===== src/rtl/hazard_stall.sv =====
// ---------------------------------------------------------------------------
// hazard_stall
//
// Interlock and flush controller for the LC-3b 5-stage pipeline. Covers the
// hazards forwarding cannot: load-use dependences, instruction/data memory
// wait states and taken-branch squashes. All control outputs are Mealy
// (combinational from state + inputs). A two-state FSM remembers that an
// outstanding instruction fetch belongs to a squashed path.
//
// Optional feature macro: HAZARD_PERF_CNT_EN
//   defined   -> stall_cycles / flush_count are saturating 16-bit counters
//   undefined -> both ports are tied to zero and no counters exist
//
// Ports
//   clk, rst_n               clock, asynchronous active-low reset
//   IF_ID_opcode/sr1/sr2     decode-stage instruction fields
//   IF_ID_bit5, IF_ID_bit11  immediate select / JSR mode bits
//   ID_EX_mem_read           EX-stage instruction is a load
//   ID_EX_reg_write          EX-stage instruction writes the register file
//   ID_EX_dest               EX-stage destination register
//   imem_req, imem_resp      fetch outstanding / fetch data valid
//   dmem_req, dmem_resp      data access outstanding / data valid
//   branch_taken             MEM stage resolved a taken control transfer
//   *_load                   pipeline register load enables
//   IF_ID_bubble, ID_EX_bubble             load a NOP instead of upstream data
//   IF_ID_flush, ID_EX_flush, EX_MEM_flush squash the register to a NOP
//   stall_cycles, flush_count              performance counters
// ---------------------------------------------------------------------------
module hazard_stall (
    input  logic        clk,
    input  logic        rst_n,
    input  logic [3:0]  IF_ID_opcode,
    input  logic [2:0]  IF_ID_sr1,
    input  logic [2:0]  IF_ID_sr2,
    input  logic        IF_ID_bit5,
    input  logic        IF_ID_bit11,
    input  logic        ID_EX_mem_read,
    input  logic        ID_EX_reg_write,
    input  logic [2:0]  ID_EX_dest,
    input  logic        imem_req,
    input  logic        imem_resp,
    input  logic        dmem_req,
    input  logic        dmem_resp,
    input  logic        branch_taken,
    output logic        pc_load,
    output logic        IF_ID_load,
    output logic        ID_EX_load,
    output logic        EX_MEM_load,
    output logic        MEM_WB_load,
    output logic        IF_ID_bubble,
    output logic        ID_EX_bubble,
    output logic        IF_ID_flush,
    output logic        ID_EX_flush,
    output logic        EX_MEM_flush,
    output logic [15:0] stall_cycles,
    output logic [15:0] flush_count
);

    localparam logic [3:0] OP_ADD = 4'b0001;
    localparam logic [3:0] OP_AND = 4'b0101;
    localparam logic [3:0] OP_NOT = 4'b1001;
    localparam logic [3:0] OP_LDR = 4'b0110;
    localparam logic [3:0] OP_LDB = 4'b0010;
    localparam logic [3:0] OP_LDI = 4'b1010;
    localparam logic [3:0] OP_STR = 4'b0111;
    localparam logic [3:0] OP_STB = 4'b0011;
    localparam logic [3:0] OP_STI = 4'b1011;
    localparam logic [3:0] OP_SHF = 4'b1101;
    localparam logic [3:0] OP_JMP = 4'b1100;
    localparam logic [3:0] OP_JSR = 4'b0100;

    typedef enum logic {
        RUN,
        DISCARD
    } state_e;

    state_e state_q, state_d;

    logic sr1_used;
    logic sr2_used;
    logic load_use;
    logic dwait;
    logic iwait;

    // Raw control decisions before reset gating.
    logic pc_load_c, if_id_load_c, id_ex_load_c, ex_mem_load_c, mem_wb_load_c;
    logic if_id_bubble_c, id_ex_bubble_c;
    logic if_id_flush_c, id_ex_flush_c, ex_mem_flush_c;

    // ------------------------------------------------------------------
    // Source-register usage of the instruction in decode. Store data
    // (the SR field of STR/STB/STI) is forwarded, so it never interlocks.
    // ------------------------------------------------------------------
    always_comb begin
        sr1_used = 1'b0;
        sr2_used = 1'b0;
        case (IF_ID_opcode)
            OP_ADD, OP_AND: begin
                sr1_used = 1'b1;
                sr2_used = ~IF_ID_bit5;
            end
            OP_NOT, OP_LDR, OP_LDB, OP_LDI,
            OP_STR, OP_STB, OP_STI, OP_SHF, OP_JMP: sr1_used = 1'b1;
            OP_JSR:  sr1_used = ~IF_ID_bit11;   // JSRR reads its base register
            default: begin
                sr1_used = 1'b0;
                sr2_used = 1'b0;
            end
        endcase
    end

    assign load_use = ID_EX_mem_read & ID_EX_reg_write &
                      ((sr1_used & (ID_EX_dest == IF_ID_sr1)) |
                       (sr2_used & (ID_EX_dest == IF_ID_sr2)));

    assign dwait = dmem_req & ~dmem_resp;
    assign iwait = imem_req & ~imem_resp;

    // ------------------------------------------------------------------
    // State register
    // ------------------------------------------------------------------
    always_ff @(posedge clk or negedge rst_n) begin
        if (!rst_n) begin
            state_q <= RUN;
        end else begin
            state_q <= state_d;
        end
    end

    // ------------------------------------------------------------------
    // Next-state logic
    // ------------------------------------------------------------------
    always_comb begin
        state_d = state_q;
        case (state_q)
            RUN: begin
                // A branch squashing a still-pending fetch orphans that fetch.
                if (!dwait && branch_taken && iwait) begin
                    state_d = DISCARD;
                end
            end
            DISCARD: begin
                // The orphaned word is dropped whenever it arrives, even
                // during a data freeze (IF/ID is not loaded then anyway).
                if (imem_resp) begin
                    state_d = RUN;
                end
            end
            default: state_d = RUN;
        endcase
    end

    // ------------------------------------------------------------------
    // Output logic
    // ------------------------------------------------------------------
    always_comb begin
        pc_load_c      = 1'b1;
        if_id_load_c   = 1'b1;
        id_ex_load_c   = 1'b1;
        ex_mem_load_c  = 1'b1;
        mem_wb_load_c  = 1'b1;
        if_id_bubble_c = 1'b0;
        id_ex_bubble_c = 1'b0;
        if_id_flush_c  = 1'b0;
        id_ex_flush_c  = 1'b0;
        ex_mem_flush_c = 1'b0;
        case (state_q)
            RUN: begin
                if (dwait) begin
                    pc_load_c     = 1'b0;
                    if_id_load_c  = 1'b0;
                    id_ex_load_c  = 1'b0;
                    ex_mem_load_c = 1'b0;
                    mem_wb_load_c = 1'b0;
                end else if (branch_taken) begin
                    if_id_flush_c  = 1'b1;
                    id_ex_flush_c  = 1'b1;
                    ex_mem_flush_c = 1'b1;
                end else if (load_use) begin
                    pc_load_c      = 1'b0;
                    if_id_load_c   = 1'b0;
                    id_ex_bubble_c = 1'b1;
                end else if (iwait) begin
                    pc_load_c      = 1'b0;
                    if_id_bubble_c = 1'b1;
                end
            end
            DISCARD: begin
                if (dwait) begin
                    pc_load_c     = 1'b0;
                    if_id_load_c  = 1'b0;
                    id_ex_load_c  = 1'b0;
                    ex_mem_load_c = 1'b0;
                    mem_wb_load_c = 1'b0;
                end else begin
                    pc_load_c      = 1'b0;
                    if_id_bubble_c = 1'b1;
                end
            end
            default: begin
                pc_load_c = 1'b1;
            end
        endcase
    end

    // Every control output is held inactive while reset is asserted.
    assign pc_load      = rst_n & pc_load_c;
    assign IF_ID_load   = rst_n & if_id_load_c;
    assign ID_EX_load   = rst_n & id_ex_load_c;
    assign EX_MEM_load  = rst_n & ex_mem_load_c;
    assign MEM_WB_load  = rst_n & mem_wb_load_c;
    assign IF_ID_bubble = rst_n & if_id_bubble_c;
    assign ID_EX_bubble = rst_n & id_ex_bubble_c;
    assign IF_ID_flush  = rst_n & if_id_flush_c;
    assign ID_EX_flush  = rst_n & id_ex_flush_c;
    assign EX_MEM_flush = rst_n & ex_mem_flush_c;

    // ------------------------------------------------------------------
    // Performance counters
    // ------------------------------------------------------------------
`ifdef HAZARD_PERF_CNT_EN
    logic [15:0] stall_cycles_q, stall_cycles_d;
    logic [15:0] flush_count_q, flush_count_d;

    always_comb begin
        stall_cycles_d = stall_cycles_q;
        flush_count_d  = flush_count_q;
        if (!pc_load && (stall_cycles_q != '1)) begin
            stall_cycles_d = stall_cycles_q + 16'd1;
        end
        if (EX_MEM_flush && (flush_count_q != '1)) begin
            flush_count_d = flush_count_q + 16'd1;
        end
    end

    always_ff @(posedge clk or negedge rst_n) begin
        if (!rst_n) begin
            stall_cycles_q <= '0;
            flush_count_q  <= '0;
        end else begin
            stall_cycles_q <= stall_cycles_d;
            flush_count_q  <= flush_count_d;
        end
    end

    assign stall_cycles = stall_cycles_q;
    assign flush_count  = flush_count_q;
`else
    assign stall_cycles = '0;
    assign flush_count  = '0;
`endif

endmodule

===== config.mk =====
export PLATFORM = sky130hd
export DESIGN_NAME = hazard_stall
export DESIGN_NICKNAME = d
export VERILOG_FILES = /design/src/rtl/hazard_stall.sv
export SDC_FILE = /design/constraint.sdc
export NUM_CORES = 1
export LEC_CHECK = 0
export CAP_MARGIN = 20
export CELL_PAD_IN_SITES_DETAIL_PLACEMENT = 0
export CELL_PAD_IN_SITES_GLOBAL_PLACEMENT = 1
export CORE_ASPECT_RATIO = 0.6
export CORE_MARGIN = 1
export CORE_UTILIZATION = 17
export CTS_CLUSTER_DIAMETER = 40
export DETAILED_ROUTE_END_ITERATION = 8
export PLACE_DENSITY = 0.82
export SETUP_SLACK_MARGIN = 0.1
export SYNTH_ARGS = -nofsm -noshare
export SYNTH_HDL_FRONTEND = slang
export SYNTH_SLANG_ARGS = --single-unit

===== constraint.sdc =====
create_clock -name clk -period 2 [get_ports clk]
set_clock_uncertainty 0.05 [all_clocks]
set_input_delay 0.4 -clock clk [delete_from_list [all_inputs] [get_ports clk]]
set_output_delay 0.4 -clock clk [all_outputs]
set_load 0.02 [all_outputs]

* After elaboration in Yosys (flattened, before gate mapping)
Cells that the tools add are included.
Storage, ports and cells: register bits after elaboration 1, input bits 24, output and inout bits 42, logic and storage cells 65
Operators by class: equality and inequality tests 14, multiplexer cells 27, bitwise logic cells 18, reductions and logical operators 5
Operators with widths (count):
- $mux 1 | 22
- $eq 4x4->1 const B | 5
- $eq 4x3->1 const B | 4
- $and 1x1->1 | 12
- $reduce_or 11->1 | 1
- $pmux 1 s2 | 5
- $eq 4x2->1 const B | 2
- $eq 3x3->1 | 2
- $not 1->1 | 5
- $eq 4x1->1 const B | 1
- $logic_and 1x1->1 | 2
- $reduce_or 2->1 | 1
- $logic_not 1->1 | 1
- $or 1x1->1 | 1

* Logic depth before layout (Yosys ltp)
word-level depth 11, mapped depth 5, mapped depth without buffers 4

* Worst setup path before layout
No wires, ideal clock.
path type input to output, start input port dmem_resp, end output port IF_ID_bubble, data arrival time 1468 ps, path slack 82 ps, cell stages on the path 5, path buffers 1, cells stage by stage nand2b_1 and2_1 clkbuf_1 nand3_1 o211ai_1
On the way: word-level cells in the longest chain between the ends 5, elaborated cells between the ends (all ways) 6
Ends and longest elaborated chain:
- start, declared | RTL line 43 | input logic dmem_resp,
- $not 1->1 * | RTL line 116 | assign dwait = dmem_req & ~dmem_resp;
- $and 1x1->1 * | RTL line 116
- $mux 1 (on tied branches) | RTL line 189, 169
- $pmux 1 s2 * | RTL line 167 | case (state_q)
- $and 1x1->1 * | RTL line 212 | assign IF_ID_bubble = rst_n & if_id_bubble_c;
- end, declared | RTL line 50 | output logic IF_ID_bubble,
Every way passes the cells marked *; elsewhere a longest branch is shown, timed or not.

* Final worst setup path
start input port IF_ID_bit5, end output port IF_ID_load
On the way: word-level cells in the longest chain between the ends 10
Ends and longest elaborated chain:
- start, declared | RTL line 35 | input logic IF_ID_bit5,
- $not 1->1 | RTL line 100 | sr2_used = ~IF_ID_bit5;
- $mux 1 | RTL line 97 | case (IF_ID_opcode)
- $and 1x1->1 | RTL line 114 | (sr2_used & (ID_EX_dest == IF_ID_sr2)));
- $or 1x1->1 | RTL line 113 | ((sr1_used & (ID_EX_dest == IF_ID_sr1)) |
- $and 1x1->1 | RTL line 112 | assign load_use = ID_EX_mem_read & ID_EX_reg_write &
- $mux 1 | RTL line 179 | end else if (load_use) begin
- $mux 1 | RTL line 175 | end else if (branch_taken) begin
- $mux 1 | RTL line 169 | if (dwait) begin
- $pmux 1 s2 | RTL line 167
- $and 1x1->1 | RTL line 208 | assign IF_ID_load = rst_n & if_id_load_c;
- end, declared | RTL line 46 | output logic IF_ID_load,
No other way between the ends.

==> results.py <==
metrics = {
    "status": {
        "status": "finished, violations left",
        "violations": "negative setup slack",
    },
    "timing": {
        "setup_viol": 2,
        "clock.fmax_mhz": 483,
        "fin_ws_ps": -69.3,
        "rsz0062_at_grt": "yes",
        "holdWs_ps": 397,
        "hold_violations": 0,
        "finalMaxSlewViolations": 0,
        "min_period_ps": 2070,
        "period_share_pct": 103,
    },
    "global_route": {
        "grt_pass1_vias": 490,
        "grt_overflow_total": 0,
        "antenna_found_initial": 0,
        "grt_pass1_wl_mm": 2.08,
        "grt.total_usage_pct": 7.78,
        "grt_max_degree": 6,
    },
    "flow_run": {
        "maxCapViolCount": 0,
    },
    "synth": {
        "synth_cell_types": 19,
        "synth-compound-area-share_pct": 9.39,
        "synth-simple-area-share_pct": 23.9,
        "synthXorXnorAreaFrac_pct": 9.86,
        "synthCells": 72,
        "syn-cell-area_um2": 533,
        "yosysWarnings": 0,
        "syn_avg_cell_area_um2": 7.40,
        "ys_ff_latch": 1,
        "ys_seq_area_share_pct": 4.69,
        "yosys.area_share.adder_pct": 0,
        "synth_top_family_by_area": "buffers and inverters",
        "synth.area.mux_share_pct": 0,
    },
    "cells_and_area": {
        "multi_input_area_um2": 439,
        "diodes": 0,
        "nNetsFinal": 135,
        "largest_reg_flops": 1,
        "area_growth_pct": 62.7,
        "layout-drive-gt1-share_pct": 39.4,
        "ff_latch_area_um2": 25.0,
        "fill_cells": 314,
        "reg_top3": "state_q (1)",
        "layoutNonFillerInstCount": 151,
        "top_register": "state_q",
    },
    "critical_path": {
        "cpMaxStageDelayCell": "o41a_1",
        "required_ps": 1550,
        "crit_type": "in2out",
        "critical_path.cell_chain": "buf_6 > nor4b_4 > nand4_1 > o21a_1 > o41a_1 > buf_6",
        "critical_path.endpoint_type": "output port",
        "cp.buffers_inverters": 2,
        "critPathMaxStageDelay_ps": 430,
        "crit_family": "compound AO/OA/AOI/OAI gates",
        "crit_arrival_ps": 1620,
        "crit_fanout": 2,
        "startpoint_type": "primary input",
        "cp_num_cells": 6,
        "reg2reg_depth": 3,
        "timing.critical_path.mode_cell": "buf_6",
    },
    "floorplanning": {
        "chipHeight_um": 45.4,
        "die_x_um": 74.3,
        "initial_core_util_pct": 18.2,
        "num_rows": 15,
        "coreArea_mm2": 0.00293,
        "io_pins": 66,
        "die_area_mm2": 0.00337,
    },
    "power": {
        "cellLeakagePower_nw": 0.432,
        "vdd_drop_max_mv": 0.0511,
        "power.total_mw": 0.232,
        "power_density_mw_per_mm2": 267,
    },
    "placed_design": {
        "placed_cells": 148,
        "portBuffers": 33,
        "place_congestion": 0.732,
        "dpl_worst_slack_ps": -766,
        "hpwl_mm": 1.12,
    },
    "clock_tree": {
        "clk_pin_slew_ps": 0,
        "insertion_delay_ps": 0,
    },
    "route": {
        "num_vias": 518,
        "wl_per_cell_um": 9.36,
        "wl_mm": 1.41,
        "drc": 0,
        "drt_iter0_drc": 10,
        "viasPerCell": 3.43,
        "dr.pass1.iters": 4,
        "antenna_left": 0,
    },
    "hold_path": {
        "hp-class": "in2async",
    },
}
-- worst register-to-register path, cell delays in order (launching register included) --
cell and delay (ps):
dfrtp_1 350, buf_4 140, a31oi_1 130, nor2_1 70
-- stage by stage --
step                      area [µm²]  utilization [%]  TNS, ps
after floorplan                  651                -        0
after global placement           811             27.7    -5250
after detailed placement         811             27.7    -5410
after CTS                        833             28.5     -127
after global routing             867             29.6     -289
final                            867             29.6     -117
-- synthesized netlist by cell type --
library cell / count / area [µm²]
dfrtp_1: 1 / 25.0
nor2_1: 3 / 11.3
buf_4: 36 / 270
o211ai_1: 1 / 7.51
nor4b_2: 2 / 30.0
and2_1: 3 / 18.8
o41a_1: 1 / 11.3
o21a_1: 1 / 7.51
a211oi_1: 1 / 7.51
o21ai_0: 2 / 10.0
conb_1: 1 / 3.75
nand4_1: 2 / 12.5
and3b_1: 1 / 8.76
nand3_1: 4 / 20.0
a31oi_1: 1 / 6.26
clkbuf_1: 1 / 3.75
xnor2_1: 6 / 52.6
nand2b_1: 3 / 18.8
nand2_1: 2 / 7.51
-- layout by cell type, fill, tap and decap left out, types with 2 or more instances in the layout --
| master | count |
|---|---|
| and2_1 | 2 |
| xnor2_1 | 4 |
| dlygate4sd2_1 | 9 |
| buf_4 | 11 |
| clkdlybuf4s15_1 | 6 |
| nand4_1 | 2 |
| nand3_2 | 3 |
| nand2b_4 | 2 |
| o21ai_1 | 2 |
| xnor2_2 | 2 |
| conb_1 | 32 |
| buf_2 | 10 |
| buf_6 | 7 |
| nor2_4 | 2 |
| nor4b_4 | 2 |
-- layout make-up --
class                   count  area share [%]
multi-input cells          65            50.6
flip-flops and latches      1            2.89
well taps                  42            6.06
repair buffers             43            40.4
-- report_power, final --
| part | internal [mW] | total [mW] | switching, mW |
|---|---|---|---|
| registers | 0.0219 | 0.0224 | 0.000569 |
| logic | 0.0853 | 0.210 | 0.124 |
| clock network | 0 | 0 | 0 |
-- kinds of logic after synthesis --
family                 after synthesis
other                                1
flip-flops                           1
XOR/XNOR                             6
AO/OA/AOI/OAI                        7
buffers and inverters               37
AND/OR/NAND/NOR                     20
-- worst paths after layout --
check / end / slack, ps / start
worst min-delay path: state_q$_DFF_PN0_ / 400 / rst_n
worst max-delay path: IF_ID_load / -70 / IF_ID_bit5
worst max register to register: state_q$_DFF_PN0_ / 1140 / state_q$_DFF_PN0_
worst min register to register: state_q$_DFF_PN0_ / 570 / state_q$_DFF_PN0_
min in group clk: state_q$_DFF_PN0_ / 570 / state_q$_DFF_PN0_
max in group asynchronous: state_q$_DFF_PN0_ / 1420 / rst_n
-- layer usage --
layer,GRT usage [%],wire [µm],vias up
met5,0,0,-
met4,0.755,11,0
met3,0.221,37,2
met2,18.9,876,15
met1,7.30,488,252
li1,-,-,249
-- timing repair --
item	in CTS	in global routing
pin swaps	19	4
hold endpoints to repair	0	0
resized for setup	120	6
setup buffers	5	0
hold buffers	0	0
setup endpoints to repair	10	4
gates cloned	0	0
Note: power is estimated with default switching activity, not from simulation.
